===== src/rtl/fp16_cvt_arbiter.sv =====
// fp16_cvt_arbiter: round-robin sharing of one uint12->fp16 converter among NUM_REQ requesters,
// with a registered tagged result on a valid/ready port and a wrapping conversion counter.
module uint12_to_fp16 (
  input  logic [11:0] a,
  output logic [15:0] y
);
  logic [3:0]  p;
  logic [11:0] norm;
  // Leading-one normalisation; bits below the 10-bit fraction are truncated.
  always_comb begin
    p = 4'd0;
    for (int i = 0; i < 12; i++) p = a[i] ? 4'(i) : p;
    norm = a << (4'd11 - p);
    y = a == 12'd0 ? 16'h0000 : {1'b0, 5'(p) + 5'd15, norm[10:1]};
  end
endmodule

module fp16_cvt_arbiter #(
  parameter int NUM_REQ = 4,
  parameter int TAG_W   = 2
) (
  input  logic                    clk,
  input  logic                    rst,
  input  logic [NUM_REQ-1:0]      req_valid,
  input  logic [12*NUM_REQ-1:0]   req_data,
  output logic [NUM_REQ-1:0]      req_ready,
  output logic                    out_valid,
  input  logic                    out_ready,
  output logic [15:0]             out_data,
  output logic [TAG_W-1:0]        out_tag,
  output logic [15:0]             cvt_count
);
  localparam int SW = TAG_W + 1;
  logic [TAG_W-1:0] rr_ptr, win, nxt;
  logic [SW-1:0]    idx;
  logic             any, xfer;
  logic [11:0]      operand;
  logic [15:0]      cvt_out;
  // Scan from lowest priority to highest so the requester nearest rr_ptr wins last.
  always_comb begin
    any = 1'b0;
    win = '0;
    idx = '0;
    for (int k = NUM_REQ - 1; k >= 0; k--) begin
      idx = {1'b0, rr_ptr} + SW'(k);
      idx = idx >= SW'(NUM_REQ) ? idx - SW'(NUM_REQ) : idx;
      if (req_valid[idx[TAG_W-1:0]]) begin
        any = 1'b1;
        win = idx[TAG_W-1:0];
      end
    end
  end
  always_comb begin
    operand = 12'h000;
    for (int i = 0; i < NUM_REQ; i++) operand = any && win == TAG_W'(i) ? req_data[12*i +: 12] : operand;
  end
  assign xfer      = any && (!out_valid || out_ready) && !rst;
  assign req_ready = xfer ? NUM_REQ'(1) << win : '0;
  assign nxt       = win == TAG_W'(NUM_REQ - 1) ? '0 : win + 1'b1;
  uint12_to_fp16 u_cvt (.a(operand), .y(cvt_out));
  always_ff @(posedge clk or posedge rst) begin
    if (rst) begin
      out_valid <= 1'b0;
      out_data  <= 16'h0000;
      out_tag   <= '0;
      cvt_count <= 16'h0000;
      rr_ptr    <= '0;
    end else if (xfer) begin
      out_valid <= 1'b1;
      out_data  <= cvt_out;
      out_tag   <= win;
      cvt_count <= cvt_count + 16'd1;
      rr_ptr    <= nxt;
    end else if (out_ready) begin
      out_valid <= 1'b0;
    end
  end
endmodule


===== config.mk =====
export PLATFORM = sky130hd
export DESIGN_NAME = fp16_cvt_arbiter
export DESIGN_NICKNAME = d
export VERILOG_FILES = /design/src/rtl/fp16_cvt_arbiter.sv
export SDC_FILE = /design/constraint.sdc
export NUM_CORES = 1
export LEC_CHECK = 0
export ABC_AREA = 1
export BUFFER_PORTS_ARGS = -buffer_cell sky130_fd_sc_hd__buf_4
export CAP_MARGIN = 5
export CORE_MARGIN = 10
export CORE_UTILIZATION = 30
export DETAILED_ROUTE_END_ITERATION = 8
export SLEW_MARGIN = 0
export SYNTH_ARGS = -nofsm -noshare
export SYNTH_HDL_FRONTEND = slang
export SYNTH_HIERARCHICAL = 1
export SYNTH_SLANG_ARGS = --single-unit

===== constraint.sdc =====
create_clock -name clk -period 5.8 [get_ports clk]
set_input_delay 0 -clock clk [delete_from_list [all_inputs] [get_ports clk]]
set_output_delay 0 -clock clk [all_outputs]
set_load 0.1 [all_outputs]

Word-level counts from Yosys, hierarchy flattened
Index checks and enable logic that the tools add are counted.
Widths: inputs -> output; s select.
{ "totals": {"elab_cells": 81, "reg_bits": 37, "output_inout_bits": 39} }
{ "classes": {"magnitude_cmp": 8, "n_shift": 2, "muxes": 40, "add_sub_neg": 11, "eq_ne": 3, "n_reduce_logical": 12} }
{ "op_table": {"columns": ["cell", "n"], "rows": [
  ["$mux 12", 4],
  ["$mux 4", 11],
  ["$mux 2", 9],
  ["$add 16x1->16 const B", 1],
  ["$mux 15", 1],
  ["$logic_not 12->1", 1],
  ["$lt 2x3->1 const B", 4],
  ["$shl 12x4->11", 1],
  ["$mux 1", 11],
  ["$ge 3x3->1 const B", 3],
  ["$bmux 1 s2", 4],
  ["$sub 2x1->2 const B", 4],
  ["$add 2x2->3 const B", 2],
  ["$logic_and 1x1->1", 6],
  ["$add 4x4->5 const B", 1],
  ["$eq 2x2->1 const B", 2],
  ["$shl 1x2->4 const A", 1],
  ["$sub 4x4->4 const A", 1],
  ["$add 2x1->3 const B", 1],
  ["$ge 2x3->1 const B", 1],
  ["$add 2x1->2 const B", 1],
  ["$eq 2x1->1 const B", 1],
  ["$logic_not 1->1", 2],
  ["$logic_not 2->1", 1],
  ["2 further kinds", 2]
]} }

Depth between registers and ports, before layout
{ "logic_depth": {"word_depth": 29, "mapped_depth": 37, "mapped_depth_nobuf": 34} }

Modules after synthesis
Netlist, hierarchy kept.
{ "by_module_without_submodules": {"columns": ["mod", "cells_each", "seq_area_each_um2", "n_inst", "area_per_inst_um2"], "rows": [
  ["fp16_cvt_arbiter", 398, 925.9, 1, 2685.1],
  ["uint12_to_fp16", 152, 0.0, 1, 734.5]
]} }

Worst setup path before layout
Ideal clock, no wire load.
{ "synth_path": {"path_kind": "flip-flop to flip-flop", "from": "register rr_ptr[0]", "to": "register out_data[8]", "t_required_ns": 5.680, "arrival_time_ns": 3.697, "slack_ns": 1.984, "n_path_buf": 3, "stages_incl_launch_ff": 33, "synth_period_minus_slack_ns": 3.816, "cell_sequence": "dfrtp_1 > buf_6 > inv_4 > nand2_1 > nand2_1 > nand2_2 > nand2_2 > nor2_4 > o21ai_0 > o21ai_0 > inv_1 > ha_1 > clkbuf_1 > clkbuf_1 > nor2_1 > nand3_1 > nand2_1 > nand2_2 > a21oi_2 > inv_1 > nand2_1 > nor3_2 > inv_1 > nor2_1 > inv_1 > ha_1 > inv_1 > nor2_1 > nand3_1 > nand2_1 > nor2_2 > nand2_1 > nand2_1"} }
{ "synth_rtl": {"columns": ["element", "line_no", "text"], "rows": [
  ["start, declared", "34", "logic [TAG_W-1:0] rr_ptr, win, nxt;"],
  ["start signal, assigned", "73", "rr_ptr <= nxt;"],
  ["$add 2x2->3", "45", "idx = {1'b0, rr_ptr} + SW'(k);"],
  ["$ge 3x3->1 or $sub 2x1->2 (tied branches)", "46", "idx = idx >= SW'(NUM_REQ) ? idx - SW'(NUM_REQ) : idx;"],
  ["$mux 2", "46", null],
  ["$bmux 1 s2", "47", "if (req_valid[idx[TAG_W-1:0]]) begin"],
  ["$mux 1 (not written as such)", "47", null],
  ["$mux 2 (3 in a row)", "47", null],
  ["$mux 2 (*)", "47", null],
  ["via win[0]", "34", null],
  ["[... 2 more ...]", null, null],
  ["$mux 12 (3 in a row)", "55", "for (int i = 0; i < NUM_REQ; i++) operand = any && win == TAG_W'(i) ? req_data[12*i +: 12] : operand;"],
  ["$mux 12 (*)", "55", null],
  ["via operand[10]", "37", "logic [11:0] operand;"],
  ["$mux 4 (2 in a row)", "12", "for (int i = 0; i < 12; i++) p = a[i] ? 4'(i) : p;"],
  ["$sub 4x4->4", "13", "norm = a << (4'd11 - p);"],
  ["$shl 12x4->11", "13", null],
  ["$mux 15 (*)", "14", "y = a == 12'd0 ? 16'h0000 : {1'b0, 5'(p) + 5'd15, norm[10:1]};"],
  ["via cvt_out[8]", "38", "logic [15:0] cvt_out;"],
  ["end signal, assigned", "70", "out_data <= cvt_out;"],
  ["end, declared", "29", "output logic [15:0] out_data,"]
]} }
Mark *: on every way through the listed nets, which the timed path passes. The rest lies on a longest branch. The select of a mux whose other input is x is not followed.
A chain may end at the register's enable or synchronous reset.

Final worst setup path
{ "layout_path": {"from": "register rr_ptr[0]", "to": "register out_data[2]"} }
{ "layout_rtl": {"columns": ["element", "line_no"], "rows": [
  ["$add 2x2->3", "45"],
  ["$ge 3x3->1 or $sub 2x1->2 (tied branches)", "46"],
  ["$mux 2", "46"],
  ["$bmux 1 s2", "47"],
  ["$mux 1 (not written as such)", "47"],
  ["$mux 2 (3 in a row)", "47"],
  ["$mux 2 (*)", "47"],
  ["via win[0]", "34"],
  ["[... 2 more ...]", null],
  ["$mux 12 (3 in a row)", "55"],
  ["$mux 12 (*)", "55"],
  ["via operand[11]", "37"],
  ["$mux 4", "12"],
  ["$sub 4x4->4", "13"],
  ["$shl 12x4->11", "13"],
  ["$mux 15 (*)", "14"],
  ["via cvt_out[2]", "38"]
]} }
Marks and branches as above.

==> results.py <==
metrics = {
    "floorplanning": {
        "core_area_um2": 11000,
        "start_util_pct": 31.1,
        "ios": 94,
        "die_area_um2": 16100,
        "die_x_um": 127,
        "row_count": 38,
        "die_h_um": 127,
    },
    "setup_path": {
        "r2r-start": "rr_ptr[0]",
        "crit_required_ns": 6.01,
        "worstReg2RegEnd": "out_data[2]",
        "setup.worst_path.class": "reg -> reg",
        "rrSetupSlack_ns": 1.14,
        "end_kind": "flip-flop",
        "arrival_ns": 4.87,
        "startpoint_type": "flip-flop",
        "cp_slowest_cell": "ha_1",
        "cp_max_fo": 25,
        "cpMostUsedCell": "nand2_1",
        "reg2reg_depth": 28,
        "crit_path_max_incr_delay_ns": 0.67,
    },
    "cts": {
        "cts_tree": "yes",
        "cts-buffers-inserted": 5,
        "htree_levels": 2,
        "postCtsSetupRepairBufs": 0,
        "cts-resized-gates": 0,
        "cts.path.max_buffers": 2,
        "cts.sinks": 37,
        "postCtsHoldBufs": 2,
        "clk_pin_slew_ns": 0.06,
        "clk_latency_ns": 0.28,
        "cts-root-buf": "clkbuf_16",
    },
    "logic_synthesis": {
        "async_flop_share_pct": 100,
        "ys_top_cells_by_count": "179 x nand2_1, 75 x nand3_1, 66 x nor2_1",
        "postSynthCellCount": 550,
        "synth_top_area_share_pct": 27.1,
        "syn-mean-instance-area_um2": 6.22,
        "syn-num-nets": 613,
        "ys_dominant_reg_cell": "dfrtp_1",
        "yosysSeqAreaShare_pct": 27.1,
        "synth_top_area_cell": "dfrtp_1",
        "synth_edf_count": 0,
        "yosysUniqueCellTypes": 35,
        "ys_warn_count": 6,
        "synth_most_common_cell": "nand2_1",
        "synth_area_um2": 3420,
        "ys_top_cells_by_area": "dfrtp_1 27%, nand2_1 20%, nand3_1 11%, nor2_1 7.2%, inv_1 6.5%",
        "synth-seq-cells": 37,
    },
    "grt": {
        "grt_overflow": 0,
        "track_usage_pct": 12.5,
        "grt_first_pass_wirelength_um": 17400,
        "antenna_found_initial": 0,
        "grt_pass1_vias": 3661,
        "grt_max_degree": 41,
    },
    "hold_path": {
        "worstHoldStart": "req_valid[1]",
        "min_path_type": "in -> reg",
        "hold_end": "out_tag[1]",
        "min_path_cells": 6,
    },
    "place": {
        "gp_congestion": 0.866,
        "numPortBuffers": 93,
        "hpwlAfterDp_um": 8120,
        "post_dp_cell_area_um2": 4110,
        "place_ws_ns": 1.22,
    },
    "routing": {
        "ant_nets": 0,
        "wl_per_cell_um": 13.4,
        "num_vias": 3630,
        "drcViolationCount": 0,
        "via_per_inst": 4.72,
        "wl_um": 10300,
        "dr.pass1.iters": 5,
        "drt_iter0_markers": 146,
    },
    "run_status": {
        "status": "finished, final reports clean",
    },
    "timing": {
        "setup-tns-final_ns": 0,
        "worst_slack_ns": 1.14,
        "rsz0062_at_grt": "no",
        "slew_violations": 0,
        "finalCritPeriodShare_pct": 80.3,
        "finalSetupViolations": 0,
        "period_needed_ns": 4.66,
        "worstMarginPinSlew_ns": 0.826,
        "relSlewSlack_pct": 44.9,
        "final_hold_viol_count": 0,
        "fmax_mhz": 215,
        "worst_clock_skew_ns": 0.00688,
    },
    "run": {
        "max_cap_viol_count": 0,
    },
    "final_layout": {
        "design_area_um2": 4270,
        "diodes": 0,
        "fin_nets": 691,
        "area_delta_synth_final_pct": 24.9,
        "drive_above_1_share_pct": 23.7,
    },
}
==> per-layer routing <==
| metal | track usage (%) | vias to the layer above | share of wire [%] |
|---|---|---|---|
| li1 | - | 1860 | - |
| met1 | 14.2 | 1700 | 41 |
| met2 | 23.3 | 58 | 54 |
| met3 | 2.21 | 12 | 3.4 |
| met4 | 3.48 | 0 | 1.5 |
| met5 | 0 | - | 0 |
==> cells by family after synthesis <==
family | after synthesis | synth area share, %
compound gates | 35 | 6.62
xor+xnor | 15 | 3.84
fa+ha+maj | 8 | 2.93
buf+inv | 95 | 13.5
flops | 37 | 27.1
other cells | 1 | 0.110
simple gates | 359 | 45.9
==> through the flow <==
stage	instances	hold slack [ns]	util [%]
after floorplan	550	0.184	-
after global placement	759	0.155	37.4
after detailed placement	759	0.163	37.4
after CTS	769	0.316	38.9
after global routing	769	0.408	38.9
final	769	0.315	38.9
==> final cells by class <==
cell class,instances,area (um2)
multi-input cells,418,2030
flip-flops and latches,37,926
inverters,69,262
clock buffers,5,125
repair buffers,97,733
fillers,1160,6710
well taps,140,175
clock inverters,3,17.5
==> placed cells by master (no fill, tap or decap), drive strengths merged <==
| cell | synthesis | routed |
|---|---|---|
| a211o | 1 | 1 |
| a21oi | 18 | 18 |
| buf | 21 | 95 |
| clkbuf | 5 | 5 |
| clkinv | 1 | 3 |
| clkinvlp | 0 | 1 |
| conb | 1 | 1 |
| dfrtp | 37 | 37 |
| dlygate4sd3 | 0 | 2 |
| ha | 8 | 8 |
| inv | 68 | 68 |
| nand2 | 197 | 197 |
| nand3 | 79 | 79 |
| nand3b | 2 | 2 |
| nand4 | 3 | 3 |
| nor2 | 68 | 68 |
| nor3 | 9 | 9 |
| nor4 | 1 | 1 |
| o21ai | 15 | 15 |
| o21bai | 1 | 1 |
| xnor2 | 5 | 5 |
| xor2 | 10 | 10 |
==> registers in the layout, indices dropped and copies added, names as in the netlist <==
signal     cells
rr_ptr         2
out_data      16
out_tag        2
cvt_count     16
out_valid      1
==> worst max-delay path, delay by kind of cell, from the launching register on <==
kind / cells / cell delay [ns]
AOI/OAI and AO/OA: 3 / 0.46
buffers and inverters: 7 / 0.81
DFF: 1 / 0.52
and+or+nand+nor: 16 / 1.83
adders and majority gates: 2 / 0.98
==> how the worst max path moves through the flow <==
| stage | depth (start not counted) | startpoint | to |
|---|---|---|---|
| after floorplan | 32 | rr_ptr[0] | out_data[8] |
| final | 28 | rr_ptr[0] | out_data[2] |
| after global placement | 28 | rr_ptr[0] | out_data[2] |
| after CTS | 28 | rr_ptr[0] | out_data[2] |
| after detailed placement | 28 | rr_ptr[0] | out_data[0] |
| after global routing | 28 | rr_ptr[0] | out_data[2] |
Power is left out: the tool's default activity adds up to more than one toggle a clock period on the data nets, which glitch-free logic cannot reach.
